**config.mk**
```make
export PLATFORM = sky130hd
export DESIGN_NAME = window_generator_h_fp16_flat
export DESIGN_NICKNAME = d
export VERILOG_FILES = /design/src/rtl/fp_window_pkg.sv /design/src/rtl/window_generator_h_fp16_if.sv /design/src/rtl/window_edge_select.sv /design/src/rtl/window_generator_h_fp16.sv /design/src/flat_wrapper.sv
export SDC_FILE = /design/constraint.sdc
export NUM_CORES = 1
export LEC_CHECK = 0
export ABC_CLOCK_PERIOD_IN_PS = 5300
export CAP_MARGIN = 20
export CORE_ASPECT_RATIO = 1.5
export CORE_MARGIN = 2
export CORE_UTILIZATION = 45
export DETAILED_ROUTE_END_ITERATION = 6
export SLEW_MARGIN = 20
export SYNTH_ARGS = -nofsm -noshare
export SYNTH_HDL_FRONTEND = slang
export SYNTH_HIERARCHICAL = 1
export SYNTH_SLANG_ARGS = --single-unit
```
**constraint.sdc**
```tcl
create_clock -name clk_i -period 5.3 [get_ports clk_i]
set_input_delay 0.53 -clock clk_i [delete_from_list [all_inputs] [get_ports clk_i]]
set_output_delay 0.53 -clock clk_i [all_outputs]
set_load 0.05 [all_outputs]
```
**src/rtl/fp_window_pkg.sv**
```systemverilog
// Shared definitions for the FP16 horizontal window generator.
// Holds the half-precision width constants, the pixel type, the +0.0 constant
// and the two-state controller enum used by window_generator_h_fp16.
package fp_window_pkg;

    localparam int EXP_WIDTH    = 5;
    localparam int FRAC_WIDTH   = 10;
    localparam int FP_WIDTH_REG = 1 + EXP_WIDTH + FRAC_WIDTH;

    typedef logic [FP_WIDTH_REG-1:0] fp_t;

    localparam fp_t FP_ZERO = {FP_WIDTH_REG{1'b0}};

    typedef enum logic [0:0] {
        RUN   = 1'b0,
        FLUSH = 1'b1
    } window_state_e;

endpackage

```
**src/rtl/window_generator_h_fp16_if.sv**
```systemverilog
// Pixel-in / window-out bundle of the horizontal window generator.
//   data_i/col_i/row_i/valid_i : raster pixel stream (no backpressure)
//   window_o/col_o/row_o/valid_o : centre-aligned 1xWINDOW_WIDTH window + centre coordinates
// master: pixel producer / window consumer side; slave: the generator itself.
interface window_generator_h_fp16_if #(
    parameter int WINDOW_WIDTH = 5
);
    import fp_window_pkg::*;

    fp_t         data_i;
    logic [15:0] col_i;
    logic [15:0] row_i;
    logic        valid_i;

    logic [0:0][WINDOW_WIDTH-1:0][FP_WIDTH_REG-1:0] window_o;
    logic [15:0] col_o;
    logic [15:0] row_o;
    logic        valid_o;

    modport master (
        output data_i, col_i, row_i, valid_i,
        input  window_o, col_o, row_o, valid_o
    );

    modport slave (
        input  data_i, col_i, row_i, valid_i,
        output window_o, col_o, row_o, valid_o
    );

endinterface

```
**src/rtl/window_edge_select.sv**
```systemverilog
// Per-tap window multiplexer. For window position TAP around centre_i it
// returns the shift-register tap (src_i[TAP+shift_i]) when the position lies
// inside the row, otherwise the left/right edge pixel (replication) or +0.0
// when WINDOW_GEN_ZERO_PAD_EN is defined.
// Ports: src_i taps, shift_i tap offset, centre_i centre column,
//        edge_lo_i col-0 pixel, edge_hi_i last-col pixel, pix_o selected pixel.
module window_edge_select
    import fp_window_pkg::*;
#(
    parameter int WINDOW_WIDTH = 5,
    parameter int IMAGE_WIDTH  = 640,
    parameter int TAP          = 0
) (
    input  logic [WINDOW_WIDTH-1:0][FP_WIDTH_REG-1:0] src_i,
    input  logic [15:0]                               shift_i,
    input  logic [15:0]                               centre_i,
    input  fp_t                                       edge_lo_i,
    input  fp_t                                       edge_hi_i,
    output fp_t                                       pix_o
);

    localparam int RADIUS = (WINDOW_WIDTH - 1) / 2;

    logic signed [17:0] pos_s;
    logic [16:0]        idx_s;
    logic               is_lo_s;
    logic               is_hi_s;
    fp_t                tap_s;
    fp_t                lo_s;
    fp_t                hi_s;

    // Column this tap refers to; negative values fall off the left edge.
    assign pos_s   = $signed({2'b00, centre_i}) + $signed(18'(TAP)) - $signed(18'(RADIUS));
    assign is_lo_s = pos_s[17];
    assign is_hi_s = !pos_s[17] && (pos_s[16:0] > 17'(IMAGE_WIDTH - 1));
    assign idx_s   = 17'(TAP) + {1'b0, shift_i};

`ifdef WINDOW_GEN_ZERO_PAD_EN
    assign lo_s = FP_ZERO;
    assign hi_s = FP_ZERO;
`else
    assign lo_s = edge_lo_i;
    assign hi_s = edge_hi_i;
`endif

    // Pick the shifted tap; indices past the end only occur for out-of-row positions.
    always_comb begin
        tap_s = src_i[WINDOW_WIDTH-1];
        for (int i = 0; i < WINDOW_WIDTH; i++) begin
            if (idx_s == 17'(i)) begin
                tap_s = src_i[i];
            end else begin
                tap_s = tap_s;
            end
        end
    end

    // Final choice between in-row tap and edge value.
    always_comb begin
        if (is_lo_s) begin
            pix_o = lo_s;
        end else if (is_hi_s) begin
            pix_o = hi_s;
        end else begin
            pix_o = tap_s;
        end
    end

endmodule

```
**src/rtl/window_generator_h_fp16.sv**
```systemverilog
// Horizontal sliding-window generator (FP16 pixels, bit-exact pass-through).
// Accepting column c+RADIUS emits the window centred on c one cycle later; the
// RADIUS tail windows of a row are flushed on the cycles after the last pixel,
// overlapping the next row's first RADIUS pixels, which produce no output.
// Ports: clk_i clock, rst_i synchronous active-high reset,
//        bus (slave modport of window_generator_h_fp16_if) pixel in / window out.
// Optional build macro: WINDOW_GEN_ZERO_PAD_EN (out-of-row taps = +0.0).
module window_generator_h_fp16
    import fp_window_pkg::*;
#(
    parameter int WINDOW_WIDTH = 5,
    parameter int IMAGE_WIDTH  = 640
) (
    input  logic                     clk_i,
    input  logic                     rst_i,
    window_generator_h_fp16_if.slave bus
);

    localparam int W      = WINDOW_WIDTH;
    localparam int RADIUS = (WINDOW_WIDTH - 1) / 2;

    typedef logic [W-1:0][FP_WIDTH_REG-1:0] taps_t;

    window_state_e state_q, state_d;
    taps_t         sr_q, sr_d, tail_q, tail_d, win_q, win_d;
    fp_t           left_q, left_d;
    logic          active_q, active_d;
    logic [15:0]   flush_k_q, flush_k_d, tail_row_q, tail_row_d;
    logic [15:0]   col_q, col_d, row_q, row_d;
    logic          valid_q, valid_d;

    logic          row_start_s, main_emit_s, last_s, flush_emit_s;
    taps_t         src_s, sel_s;
    fp_t           hi_s;
    logic [15:0]   shift_s, centre_s;

    assign row_start_s  = bus.valid_i && (bus.col_i == 16'd0);
    assign flush_emit_s = (state_q == FLUSH);
    // Windows only start after a row start has been seen since reset.
    assign main_emit_s  = bus.valid_i && (active_q || row_start_s) && (bus.col_i >= 16'(RADIUS));
    assign last_s       = bus.valid_i && (active_q || row_start_s) && (bus.col_i == 16'(IMAGE_WIDTH - 1));

    // Shift register: a row start fills every tap with the col-0 pixel.
    always_comb begin
        sr_d     = sr_q;
        left_d   = left_q;
        active_d = active_q;
        if (row_start_s) begin
            for (int j = 0; j < W; j++) begin
                sr_d[j] = bus.data_i;
            end
            left_d   = bus.data_i;
            active_d = 1'b1;
        end else if (bus.valid_i) begin
            for (int j = 0; j < W - 1; j++) begin
                sr_d[j] = sr_q[j+1];
            end
            sr_d[W-1] = bus.data_i;
        end else begin
            sr_d = sr_q;
        end
    end

    // Window source: tail buffer while flushing, live shift register otherwise.
    always_comb begin
        if (flush_emit_s) begin
            src_s    = tail_q;
            hi_s     = tail_q[W-1];
            shift_s  = 16'd1 + flush_k_q;
            centre_s = 16'(IMAGE_WIDTH - RADIUS) + flush_k_q;
        end else begin
            src_s    = sr_d;
            hi_s     = sr_d[W-1];
            shift_s  = 16'd0;
            centre_s = bus.col_i - 16'(RADIUS);
        end
    end

    for (genvar j = 0; j < W; j++) begin : g_tap
        window_edge_select #(
            .WINDOW_WIDTH (WINDOW_WIDTH),
            .IMAGE_WIDTH  (IMAGE_WIDTH),
            .TAP          (j)
        ) u_sel (
            .src_i     (src_s),
            .shift_i   (shift_s),
            .centre_i  (centre_s),
            .edge_lo_i (left_d),
            .edge_hi_i (hi_s),
            .pix_o     (sel_s[j])
        );
    end

    // RUN/FLUSH control and next output values.
    always_comb begin
        state_d    = state_q;
        tail_d     = tail_q;
        tail_row_d = tail_row_q;
        flush_k_d  = flush_k_q;
        case (state_q)
            RUN: begin
                flush_k_d = 16'd0;
            end
            FLUSH: begin
                if (flush_k_q == 16'(RADIUS - 1)) begin
                    state_d   = RUN;
                    flush_k_d = 16'd0;
                end else begin
                    flush_k_d = flush_k_q + 16'd1;
                end
            end
            default: begin
                state_d   = RUN;
                flush_k_d = 16'd0;
            end
        endcase
        // End of row (re)arms the flush; a malformed stream cannot wedge it.
        if (last_s) begin
            state_d    = FLUSH;
            tail_d     = sr_d;
            tail_row_d = bus.row_i;
            flush_k_d  = 16'd0;
        end else begin
            tail_d = tail_d;
        end

        valid_d = 1'b0;
        col_d   = col_q;
        row_d   = row_q;
        win_d   = win_q;
        if (flush_emit_s) begin
            valid_d = 1'b1;
            col_d   = centre_s;
            row_d   = tail_row_q;
            win_d   = sel_s;
        end else if (main_emit_s) begin
            valid_d = 1'b1;
            col_d   = centre_s;
            row_d   = bus.row_i;
            win_d   = sel_s;
        end else begin
            valid_d = 1'b0;
        end
    end

    // State and output registers with synchronous reset.
    always_ff @(posedge clk_i) begin
        if (rst_i) begin
            state_q    <= RUN;
            sr_q       <= '0;
            tail_q     <= '0;
            left_q     <= FP_ZERO;
            active_q   <= 1'b0;
            flush_k_q  <= 16'd0;
            tail_row_q <= 16'd0;
            win_q      <= '0;
            col_q      <= 16'd0;
            row_q      <= 16'd0;
            valid_q    <= 1'b0;
        end else begin
            state_q    <= state_d;
            sr_q       <= sr_d;
            tail_q     <= tail_d;
            left_q     <= left_d;
            active_q   <= active_d;
            flush_k_q  <= flush_k_d;
            tail_row_q <= tail_row_d;
            win_q      <= win_d;
            col_q      <= col_d;
            row_q      <= row_d;
            valid_q    <= valid_d;
        end
    end

    assign bus.window_o[0] = win_q;
    assign bus.col_o       = col_q;
    assign bus.row_o       = row_q;
    assign bus.valid_o     = valid_q;

endmodule

```
**src/flat_wrapper.sv**
```systemverilog
// flat-port wrapper written by rule: the top's interface ports become plain ports
module window_generator_h_fp16_flat import fp_window_pkg::*;
#(
    parameter int WINDOW_WIDTH = 5,
    parameter int IMAGE_WIDTH  = 640
)
  (clk_i, rst_i, bus_data_i, bus_col_i, bus_row_i, bus_valid_i, bus_window_o, bus_col_o, bus_row_o, bus_valid_o);
  window_generator_h_fp16_if #(.WINDOW_WIDTH(WINDOW_WIDTH)) bus_i ();
  input  logic clk_i;
  input  logic rst_i;
  input wire logic [$bits(bus_i.data_i)-1:0] bus_data_i;
  input wire logic [$bits(bus_i.col_i)-1:0] bus_col_i;
  input wire logic [$bits(bus_i.row_i)-1:0] bus_row_i;
  input wire logic [$bits(bus_i.valid_i)-1:0] bus_valid_i;
  output wire logic [$bits(bus_i.window_o)-1:0] bus_window_o;
  output wire logic [$bits(bus_i.col_o)-1:0] bus_col_o;
  output wire logic [$bits(bus_i.row_o)-1:0] bus_row_o;
  output wire logic [$bits(bus_i.valid_o)-1:0] bus_valid_o;
  assign bus_i.data_i = bus_data_i;
  assign bus_i.col_i = bus_col_i;
  assign bus_i.row_i = bus_row_i;
  assign bus_i.valid_i = bus_valid_i;
  assign bus_window_o = bus_i.window_o;
  assign bus_col_o = bus_i.col_o;
  assign bus_row_o = bus_i.row_o;
  assign bus_valid_o = bus_i.valid_o;
  window_generator_h_fp16 #(.WINDOW_WIDTH(WINDOW_WIDTH), .IMAGE_WIDTH(IMAGE_WIDTH)) u_core (.clk_i(clk_i), .rst_i(rst_i), .bus(bus_i));
endmodule
```
==> results.ini, run 1 <==
[route]
route.detailed.drc = 0
detail_route.vias_per_cell = 6.13
finalWirelength_um = 66000
initialDrtViolationCount = 1682
tritonroute_pass_1_iters = 5
routedWlPerCell_um = 21.9
route.vias.total = 18495
remaining_number_of_nets_flagged_by_the_antenna_check_after_routing = 0

[worst_setup_path]
setup.worst_path.class = reg -> reg
crit_fanout = 16
end_kind = flop
critical_path.reg2reg.endpoint = u_core/bus.window_o[2]$_SDFFE_PP0P_
cp-start-kind = flop
rr_startpoint = u_core/flush_k_q[0]$_SDFF_PP0_
worst_ep_arrival_time_ps = 5120
critical_path_required_ps = 5770
ff2ff_path_depth = 14
ff2ff_setup_slack_ps = 650

[placed_design]
place_inst = 2953
detailedPlacementHpwl_um = 45800
io_buffer_count = 163
gp_congestion = 0.876
placed_cell_area_um2 = 21400

[sta]
max_freq_ghz = 0.215
layout_worst_path_cycle_share = 0.877
timing.final.setup_violations = 0
total_negative_slack_for_setup_checks_ps = 0
slew_violations = 0
setup_repair_after_global_routing_missed_its_margin = false
timing.hold.ws_ps = 449
tightestPinTransition_ps = 1030
layout_min_cycle_time_ps = 4650
finalClockSkew_ps = 20.5
report.final.hold_viol_count = 0
slew_headroom = 0.291

[layout]
layout_commonest_cell = nand2_1
multiInputGateArea_um2 = 11800
most_frequent_cells_in_the_layout = nand2_1 (385), dfxtp_1 (322), a21oi_1 (207), clkdlybuf4s50_1 (161), a211oi_1 (148)
area_growth_syn_to_layout_pct = 17.3
final_cell_count_without_fillers = 3017
design.final.nets = 2489
fin_area_um2 = 22600
drive_gt1_frac = 0.129
layout.area.seq_um2 = 6470
filler_cell_count = 4088

[die]
effective_utilization_at_floorplan = 0.457
chipWidth_um = 173
standard_cell_row_count = 92
floorplan.core_area_um2 = 42100
ioPinCount = 164
die_height_um = 257
floorplan.die_area_um2 = 44500

[grt]
grt_first_pass_wirelength_um = 103000
met1_usage = 0.363
largest_net_degree_at_the_start_of_global_routing = 147
grt_util_all_layers = 0.288
grt_pass1_vias = 17688
busiest_layer = met2
globalRouteOverflowTotal = 0
antenna_found_initial = 1
grtUsageMet2 = 0.496
use_met3 = 0.0337

[clock_tree]
post-cts-setup-buffers = 0
cts_buffers = 35
h-tree-depth = 2
worst_skew_pair.late_latency_ps = 550
cts_tree = built
cts_root_buffer = clkbuf_16
cts.path.max_buffers = 3
cts_sinks = 323
ctsResizeCount = 0
cts_hold_repair.buffers = 0
clk_transition_reported_paths_ps = 60

[flow_run]
maxCapViolations = 0

[synthesis]
netlist_area_um2 = 19300
synth_nets = 2403
synth-edff-count = 0
synth-main-ff-cell = dfxtp_1
ys_seq_area_frac = 0.336
synthesis.instances = 2340
netlist-cell-type-count = 86
ys_seq_elements = 323
synth.yosys.warnings = 6
syn_area_per_cell_um2 = 8.23
synth-async-reset-ratio = 0

[pwr]
vdd_drop_max_mv = 0.257
power_density_nw_per_um2 = 242
final_power_mw = 5.46
power.leakage_nw = 7.74

[status]
outcome = complete, no violations

[min_path]
timing.hold.worst.class = reg -> reg
worst_hold_path.endpoint = u_core/bus.window_o[2]$_SDFFE_PP0P_
timing.hold.worst_path_depth = 2
hold_path.startpoint = u_core/bus.window_o[2]$_SDFFE_PP0P_

worst max-delay path by stage:
stage / startpoint / to / slack (ps) / depth (start not counted)
floorplan: bus_col_i[3] / u_core/bus.window_o[53]$_SDFFE_PP0P_ / 930 / 15
global placement: bus_col_i[3] / u_core/bus.window_o[2]$_SDFFE_PP0P_ / 470 / 13
detailed placement: bus_col_i[3] / u_core/bus.window_o[2]$_SDFFE_PP0P_ / 420 / 13
CTS: u_core/flush_k_q[0]$_SDFF_PP0_ / u_core/bus.window_o[2]$_SDFFE_PP0P_ / 720 / 14
global route: u_core/flush_k_q[0]$_SDFF_PP0_ / u_core/bus.window_o[2]$_SDFFE_PP0P_ / 350 / 14
finish: u_core/flush_k_q[0]$_SDFF_PP0_ / u_core/bus.window_o[2]$_SDFFE_PP0P_ / 650 / 14
sequential cells by signal, indices dropped and copies added (netlist names):
signal	count
u_core/bus.window_o	80
u_core/sr_q	80
u_core/tail_q	80
u_core/bus.col_o	16
u_core/bus.row_o	16
u_core/flush_k_q	16
u_core/left_q	16
u_core/tail_row_q	16
u_core/active_q	1
u_core/bus.valid_o	1
u_core/flush_emit_s	1
report_power, final:
part / total (mW) / switching [mW] / leakage [nW] / internal [mW]
clock: 2.53 / 1.08 / 0.578 / 1.45
combinational: 0.481 / 0.295 / 4.56 / 0.186
sequential: 2.45 / 0.00731 / 2.61 / 2.44
total: 5.46 / 1.38 / 7.74 / 4.08
through the flow:
stage                     setup WS, ps   util
final                              650  0.536
after global routing               347  0.536
after CTS                          719  0.536
after detailed placement           417  0.508
after global placement             474  0.508
after floorplan                    926      -
routing by layer:
metal	vias up	wire length [um]
li1	8759	-
met1	8909	27100
met2	693	32200
met3	134	3820
met4	0	2970
met5	-	0
synth_stat cells (16+ instances only):
library cell / count / share of area
a211oi_1: 148 / 0.058
nand4_1: 33 / 0.011
inv_1: 29 / 0.0057
nor2_1: 99 / 0.019
xnor2_1: 23 / 0.010
nand2_1: 385 / 0.075
clkbuf_1: 115 / 0.022
o31ai_1: 79 / 0.031
o21ai_0: 35 / 0.0091
a21oi_1: 208 / 0.054
a311oi_1: 17 / 0.0077
mux2_4: 23 / 0.018
nor4_1: 18 / 0.0058
xor2_1: 20 / 0.0091
o21ai_1: 22 / 0.0057
o22ai_1: 21 / 0.0068
mux2_2: 64 / 0.037
dfxtp_1: 323 / 0.34
o211ai_1: 21 / 0.0082
mux2_1: 20 / 0.012
nor3_1: 89 / 0.023
buf_1: 19 / 0.0037
buf_2: 39 / 0.010
nand3_1: 38 / 0.0099
mux4_2: 25 / 0.029
nand2b_1: 17 / 0.0055
nor2b_1: 129 / 0.042
buf_6: 16 / 0.0094
mux2i_1: 36 / 0.019
worst max-delay path, cell delays in order (launching register included):
cell,delay (ps)
dfxtp_1,570
ha_1,250
and2_1,190
nand4_1,200
nor2_1,170
xnor2_1,160
nor2_1,220
or4_1,880
or4_4,740
o31ai_1,440
buf_4,190
nand4_1,100
o211ai_1,180
nand2_1,100
a21oi_1,160
kinds of logic (layout without fill, tap and decap cells):
logic type      after synthesis  after routing  share of synthesized area
buf+inv                     224            336                     0.0542
flops                       323            323                      0.336
other cells                   0              1                          0
fa+ha+maj                    12             12                    0.00780
compound gates              662            662                      0.232
xor+xnor                     43             43                     0.0196
mux                         168            168                      0.115
simple gates                908            908                      0.236
cell type report:
| cell class | instances | area share |
|---|---|---|
| well taps | 564 | 0.0312 |
| flip-flops and latches | 323 | 0.286 |
| clock inverters | 15 | 0.00775 |
| multi-input cells | 1793 | 0.523 |
| clock buffers | 48 | 0.0445 |
| inverters | 29 | 0.00482 |
| diodes | 1 | 0.000111 |
| repair buffers | 244 | 0.103 |
No activity file was read; power rests on OpenSTA's default activity.
==> inputs of run 2 (changes only) <==
--- a/config.mk
+++ b/config.mk
@@ -8,7 +8,6 @@
 export ABC_CLOCK_PERIOD_IN_PS = 5300
 export CAP_MARGIN = 20
 export CORE_ASPECT_RATIO = 1.5
-export CORE_MARGIN = 2
 export CORE_UTILIZATION = 45
 export DETAILED_ROUTE_END_ITERATION = 6
 export SLEW_MARGIN = 20
==> run 2 against run 1 <==
  * Core utilization up 0.42 points
  * First-iteration DRC count down 9.0%
  * Power up 3.4%
  * Final area up 0.78%
  * Global-route usage increased by 0.67 points
  * Worst hold slack worse by 1.9 ps
  * Largest cell class unchanged
  * Die area down 1.9%
  * Clock skew decreased by 0.89 ps
  * Sequential power about the same
==> results.ini, run 2 (synthesized netlist as in run 1, its figures left out) <==
[status]
outcome = complete, no violations  ; unchanged

[pwr]
switching_share = 0.239  ; was 0.253
power.leakage_nw = 7.85  ; was 7.74 nW
vdd_drop_max_mv = 0.261  ; was 0.257 mV
power.net_switching_mw = 1.35  ; was 1.38 mW
seq_power_share = 0.434  ; was 0.449
cellInternalPower_mw = 4.29  ; was 4.08 mW
combinational_share_of_power = 0.085  ; was 0.088
share_of_total_power_in_the_clock_network = 0.482  ; was 0.463
power_density_nw_per_um2 = 248  ; was 242 nW/um2

[worst_setup_path]
end_kind = flop  ; unchanged
worst_ep_arrival_time_ps = 5050  ; was 5120 ps
critical_path_required_ps = 5700  ; was 5770 ps
crit_fanout = 16  ; unchanged
cpLargestDelayFamily = simple AND/OR/NAND/NOR gates  ; unchanged
setup.worst_path.class = in -> reg  ; was reg -> reg
critical_path.max_stage_delay_ps = 750  ; was 880 ps
path_buf_inv = 2  ; was 1
crit_chain = clkdlybuf4s50_1 > or4_1 > nor3_4 > xnor2_1 > mux2i_1 > nand3_1 > nor4_1 > xor2_1 > a2111oi_0 > and4_1 > buf_4 > mux2_2 > nand2_1 > a21oi_1  ; was ha_1 > and2_1 > nand4_1 > nor2_1 > xnor2_1 > nor2_1 > or4_1 > or4_4 > o31ai_1 > buf_4 > nand4_1 > o211ai_1 > nand2_1 > a21oi_1
cp-start-kind = input port  ; was flop
critical_path.slowest_cell = or4_1  ; unchanged

[die]
effective_utilization_at_floorplan = 0.457  ; unchanged
standard_cell_row_count = 92  ; unchanged
ioPinCount = 164  ; unchanged
die_height_um = 255  ; was 257 um
floorplan.core_area_um2 = 42100  ; unchanged
floorplan.die_area_um2 = 43600  ; was 44,500 um2
chipWidth_um = 171  ; was 173 um

[sta]
layout_min_cycle_time_ps = 4650  ; about the same
timing.hold.ws_ps = 447  ; was 449 ps
timing.final.setup_violations = 0  ; unchanged
slew_violations = 0  ; unchanged
slew_headroom = 0.340  ; was 0.291
max_freq_ghz = 0.215  ; about the same
total_negative_slack_for_setup_checks_ps = 0  ; unchanged
report.final.hold_viol_count = 0  ; unchanged
setup_repair_after_global_routing_missed_its_margin = false  ; unchanged
finalClockSkew_ps = 19.7  ; was 20.5 ps
layout_worst_path_cycle_share = 0.878  ; was 0.877
tightestPinTransition_ps = 990  ; was 1030 ps

[route]
route.detailed.drc = 0  ; unchanged
routedWlPerCell_um = 21.5  ; was 21.9 um
detail_route.vias_per_cell = 6.05  ; was 6.13
remaining_number_of_nets_flagged_by_the_antenna_check_after_routing = 0  ; unchanged
tritonroute_pass_1_iters = 5  ; unchanged
finalWirelength_um = 65100  ; was 66,000 um
initialDrtViolationCount = 1531  ; was 1,682
route.vias.total = 18343  ; was 18,495

[placed_design]
io_buffer_count = 163  ; unchanged
detailedPlacementHpwl_um = 45200  ; was 45,800 um
gp_congestion = 0.924  ; was 0.876

[layout]
area_growth_syn_to_layout_pct = 18.2  ; was 17.3%
most_frequent_cells_in_the_layout = nand2_1 (385), dfxtp_1 (322), a21oi_1 (208), clkdlybuf4s50_1 (161), a211oi_1 (148)  ; was nand2_1 (385), dfxtp_1 (322), a21oi_1 (207), clkdlybuf4s50_1 (161), a211oi_1 (148)
design.final.nets = 2503  ; was 2,489
layout_commonest_cell = nand2_1  ; unchanged
drive_gt1_frac = 0.133  ; was 0.129

[clock_tree]
cts_hold_repair.buffers = 0  ; unchanged
cts_root_buffer = clkbuf_16  ; unchanged
ctsResizeCount = 0  ; unchanged
cts.path.max_buffers = 3  ; unchanged
h-tree-depth = 2  ; unchanged
cts_tree = built  ; unchanged
clk_transition_reported_paths_ps = 60  ; about the same
worst_skew_pair.late_latency_ps = 540  ; was 550 ps
post-cts-setup-buffers = 0  ; unchanged
cts_sinks = 323  ; unchanged
cts_buffers = 36  ; was 35

[grt]
grt_util_all_layers = 0.295  ; was 0.288
grt_first_pass_wirelength_um = 101000  ; was 103,000 um
grt_pass1_vias = 17402  ; was 17,688
globalRouteOverflowTotal = 0  ; unchanged
antenna_found_initial = 1  ; unchanged
largest_net_degree_at_the_start_of_global_routing = 147  ; unchanged

[min_path]
timing.hold.worst.class = reg -> reg  ; unchanged

[flow_run]
maxCapViolations = 0  ; unchanged

-- run 2: worst reg2reg max path, delay by kind of cell (launching register included) --
family | cells | cell delay (ps)
multiplexers | 2 | 1150
AO/OA/AOI/OAI | 2 | 540
buffers and inverters | 3 | 1470
flip-flops | 1 | 440
XOR/XNOR | 1 | 100
AND/OR/NAND/NOR | 4 | 800
-- run 2: worst paths after layout --
| kind | from | slack (ps) | to | cells after the start |
|---|---|---|---|---|
| setup / recovery | bus_col_i[3] | 650 | u_core/bus.window_o[51]$_SDFFE_PP0P_ | 14 |
| hold / removal | u_core/bus.window_o[66]$_SDFFE_PP0P_ | 450 | u_core/bus.window_o[66]$_SDFFE_PP0P_ | 2 |
| setup reg to reg | u_core/flush_emit_s$_SDFF_PP0_ | 670 | u_core/bus.window_o[51]$_SDFFE_PP0P_ | 12 |
| hold reg to reg | u_core/bus.window_o[66]$_SDFFE_PP0P_ | 450 | u_core/bus.window_o[66]$_SDFFE_PP0P_ | 2 |
-- run 2: power by group through the flow --
stage	Sequential, mW	Combinational (mW)	Clock [mW]
after global placement	2.50	0.461	0
after floorplan	2.50	0.289	0
after CTS	2.45	0.467	2.78
after detailed placement	2.50	0.465	0
final	2.45	0.477	2.72
after global routing	2.45	0.509	2.88
-- run 2: per-stage QoR --
step / setup slack [ps] / cell area, um2 / instances / utilization / total power [mW]
floorplan: 926 / 19300 / 2340 / - / 2.79
global placement: 329 / 21500 / 2966 / 0.510 / 2.96
detailed placement: 258 / 21500 / 2966 / 0.510 / 2.97
CTS: 776 / 22800 / 3030 / 0.540 / 5.69
global route: 381 / 22800 / 3031 / 0.540 / 5.83
finish: 645 / 22800 / 3032 / 0.540 / 5.64
-- run 2: cell type report --
class | count | area, um2
Fill cell | 4044 | 19400
Multi-Input combinational cell | 1793 | 11800
Sequential cell | 323 | 6470
Timing Repair Buffer | 257 | 2400
Clock buffer | 51 | 1040
Tap cell | 564 | 706
Clock inverter | 13 | 234
Inverter | 29 | 109
Antenna cell | 2 | 5.00
-- run 2: per-layer routing --
metal,part of all wire,GRT usage,up-vias
met5,0,0,-
met3,0.056,0.0342,162
met4,0.061,0.169,0
met1,0.41,0.371,8787
met2,0.47,0.484,607
li1,-,-,8787
==> inputs of run 3 (changes only) <==
--- a/config.mk
+++ b/config.mk
@@ -10,6 +10,7 @@
 export CORE_ASPECT_RATIO = 1.5
 export CORE_UTILIZATION = 45
 export DETAILED_ROUTE_END_ITERATION = 6
+export RECOVER_POWER = 50
 export SLEW_MARGIN = 20
 export SYNTH_ARGS = -nofsm -noshare
 export SYNTH_HDL_FRONTEND = slang
==> run 3 against run 2 <==
  * Fmax is 4.6% lower
  * Critical path type unchanged
  * Sequential share of layout area is 0.15 points higher
  * Die area stayed put
  * Non-clock buffer count did not move
  * Power is essentially flat
  * Sequential cell count is the same
==> results.ini, run 3 (synthesized netlist as in run 1, its figures left out) <==
[status]
outcome = complete, no violations  ; unchanged

[layout]
most_frequent_cells_in_the_layout = nand2_1 (386), dfxtp_1 (322), a21oi_1 (208), a211oi_1 (148), nor2b_1 (129)  ; was nand2_1 (385), dfxtp_1 (322), a21oi_1 (208), clkdlybuf4s50_1 (161), a211oi_1 (148)
layout_commonest_cell = nand2_1  ; unchanged
multiInputGateArea_um2 = 11700  ; was 11,800 um2
design.final.nets = 2503  ; unchanged
area_growth_syn_to_layout_pct = 17.6  ; was 18.2%
layout.area.seq_um2 = 6470  ; unchanged
drive_gt1_frac = 0.123  ; was 0.133
fin_area_um2 = 22600  ; was 22,800 um2
filler_cell_count = 4059  ; was 4,044

[sta]
max_freq_ghz = 0.205  ; was 0.215 GHz
finalClockSkew_ps = 21.5  ; was 19.7 ps
timing.hold.ws_ps = 444  ; was 447 ps
total_negative_slack_for_setup_checks_ps = 0  ; unchanged
setup_slack_ps = 420  ; was 645 ps
timing.final.setup_violations = 0  ; unchanged
slew_headroom = 0.0124  ; was 0.340
setup_repair_after_global_routing_missed_its_margin = false  ; unchanged
layout_worst_path_cycle_share = 0.921  ; was 0.878
tightestPinTransition_ps = 1480  ; was 990 ps
layout_min_cycle_time_ps = 4880  ; was 4650 ps
slew_violations = 0  ; unchanged
report.final.hold_viol_count = 0  ; unchanged

[worst_setup_path]
cpLargestDelayFamily = simple AND/OR/NAND/NOR gates  ; unchanged
rr_startpoint = u_core/flush_emit_s$_SDFF_PP0_  ; unchanged
worst_ep_arrival_time_ps = 5270  ; was 5050 ps
critical_path.reg2reg.endpoint = u_core/bus.window_o[49]$_SDFFE_PP0P_  ; was u_core/bus.window_o[51]$_SDFFE_PP0P_
cp-endpoint = u_core/bus.window_o[49]$_SDFFE_PP0P_  ; was u_core/bus.window_o[51]$_SDFFE_PP0P_
setup.worst_path.class = in -> reg  ; unchanged
crit_chain = clkdlybuf4s50_1 > or4_1 > nor3_1 > xnor2_1 > mux2i_1 > nand3_1 > nor4_1 > xor2_1 > a2111oi_0 > and4_1 > buf_4 > mux2_2 > nand2_1 > a21oi_1  ; was clkdlybuf4s50_1 > or4_1 > nor3_4 > xnor2_1 > mux2i_1 > nand3_1 > nor4_1 > xor2_1 > a2111oi_0 > and4_1 > buf_4 > mux2_2 > nand2_1 > a21oi_1
critical_path.max_stage_delay_ps = 700  ; was 750 ps
ff2ff_path_depth = 12  ; unchanged
crit_fanout = 16  ; unchanged
critical_path_required_ps = 5690  ; was 5700 ps
worstSetupStartpoint = bus_col_i[3]  ; unchanged
critical_path.slowest_cell = or4_1  ; unchanged
path_buf_inv = 2  ; unchanged
cp-start-kind = input port  ; unchanged
critical_path_depth = 14  ; unchanged
end_kind = flop  ; unchanged
ff2ff_setup_slack_ps = 620  ; was 670 ps

[grt]
grt_first_pass_wirelength_um = 101000  ; unchanged
antenna_found_initial = 1  ; unchanged
grt_pass1_vias = 17402  ; unchanged
grt_util_all_layers = 0.295  ; unchanged
largest_net_degree_at_the_start_of_global_routing = 147  ; unchanged
globalRouteOverflowTotal = 0  ; unchanged

[clock_tree]
clk_transition_reported_paths_ps = 60  ; about the same
worst_skew_pair.late_latency_ps = 540  ; about the same
cts_tree = built  ; unchanged
cts_hold_repair.buffers = 0  ; unchanged
ctsResizeCount = 0  ; unchanged
cts_sinks = 323  ; unchanged
cts_root_buffer = clkbuf_16  ; unchanged
cts_buffers = 36  ; unchanged
h-tree-depth = 2  ; unchanged
cts.path.max_buffers = 3  ; unchanged
post-cts-setup-buffers = 0  ; unchanged

[die]
die_height_um = 255  ; unchanged
chipWidth_um = 171  ; unchanged
standard_cell_row_count = 92  ; unchanged
effective_utilization_at_floorplan = 0.457  ; unchanged
ioPinCount = 164  ; unchanged
floorplan.core_area_um2 = 42100  ; unchanged
floorplan.die_area_um2 = 43600  ; unchanged

[route]
finalWirelength_um = 64900  ; was 65,100 um
detail_route.vias_per_cell = 6.06  ; was 6.05
route.detailed.drc = 0  ; unchanged
remaining_number_of_nets_flagged_by_the_antenna_check_after_routing = 0  ; unchanged
initialDrtViolationCount = 1478  ; was 1,531
route.vias.total = 18369  ; was 18,343
tritonroute_pass_1_iters = 5  ; unchanged
routedWlPerCell_um = 21.4  ; was 21.5 um

[min_path]
timing.hold.worst.class = reg -> reg  ; unchanged

[pwr]
final_power_mw = 5.64  ; about the same
vdd_drop_max_mv = 0.261  ; about the same
power.leakage_nw = 8.14  ; was 7.85 nW
power_density_nw_per_um2 = 249  ; was 248 nW/um2

[placed_design]
placed_cell_area_um2 = 21500  ; unchanged
detailedPlacementHpwl_um = 45200  ; unchanged
io_buffer_count = 163  ; unchanged
gp_congestion = 0.924  ; unchanged
preCtsSetupSlack_ps = 258  ; unchanged

[flow_run]
maxCapViolations = 0  ; unchanged

## run 3: cell count changes in the layout (fill, tap and decap cells not counted), sizes merged
cell	before	now
dlygate4sd3	0	113
buf	96	85
clkdlybuf4s50	161	48
clkbuf	51	62
## run 3: layout make-up
cell class / count / share of cell area
Antenna cell: 2 / 0.000221
Clock buffer: 51 / 0.0459
Clock inverter: 13 / 0.0103
Inverter: 29 / 0.00481
Multi-Input combinational cell: 1793 / 0.518
Sequential cell: 323 / 0.286
Tap cell: 564 / 0.0312
Timing Repair Buffer: 257 / 0.104
## run 3: worst min-delay path by stage
stage,startpoint,end,depth (start not counted)
after floorplan,u_core/left_q[0]$_SDFF_PP0_,u_core/left_q[0]$_SDFF_PP0_,2
after global placement,u_core/bus.col_o[2]$_SDFFE_PP0P_,u_core/bus.col_o[2]$_SDFFE_PP0P_,2
after detailed placement,u_core/bus.window_o[9]$_SDFFE_PP0P_,u_core/bus.window_o[9]$_SDFFE_PP0P_,2
after CTS,u_core/bus.window_o[9]$_SDFFE_PP0P_,u_core/bus.window_o[9]$_SDFFE_PP0P_,2
after global routing,u_core/bus.col_o[8]$_SDFFE_PP0P_,u_core/bus.col_o[8]$_SDFFE_PP0P_,2
final,u_core/bus.window_o[66]$_SDFFE_PP0P_,u_core/bus.window_o[66]$_SDFFE_PP0P_,2
## run 3: where the power goes
part / switching [mW] / internal, mW / leakage (nW)
Sequential: 0.00701 / 2.44 / 2.61
Combinational: 0.290 / 0.186 / 4.91
Clock: 1.05 / 1.66 / 0.625
Total: 1.35 / 4.29 / 8.14
## run 3: worst register-to-register path: stages, from the launching register on
cell	delay (ps)
dfxtp_4	450
inv_2	760
buf_4	440
mux2i_1	760
nand3_1	200
nor4_1	290
xor2_1	110
a2111oi_0	490
and4_1	260
buf_4	280
mux2_2	380
nand2_1	60
a21oi_1	70
## run 3: routing by layer
layer / share of wire / vias to the layer above / GRT usage / wire (um)
li1: - / 8786 / - / -
met1: 0.41 / 8835 / 0.371 / 26700
met2: 0.47 / 598 / 0.484 / 30700
met3: 0.056 / 150 / 0.0342 / 3620
met4: 0.061 / 0 / 0.169 / 3930
met5: 0 / - / 0 / 0
## run 3: through the flow
| stage | utilization | instances |
|---|---|---|
| floorplan | - | 2340 |
| global placement | 0.510 | 2966 |
| detailed placement | 0.510 | 2966 |
| CTS | 0.540 | 3030 |
| global route | 0.537 | 3031 |
| finish | 0.537 | 3032 |
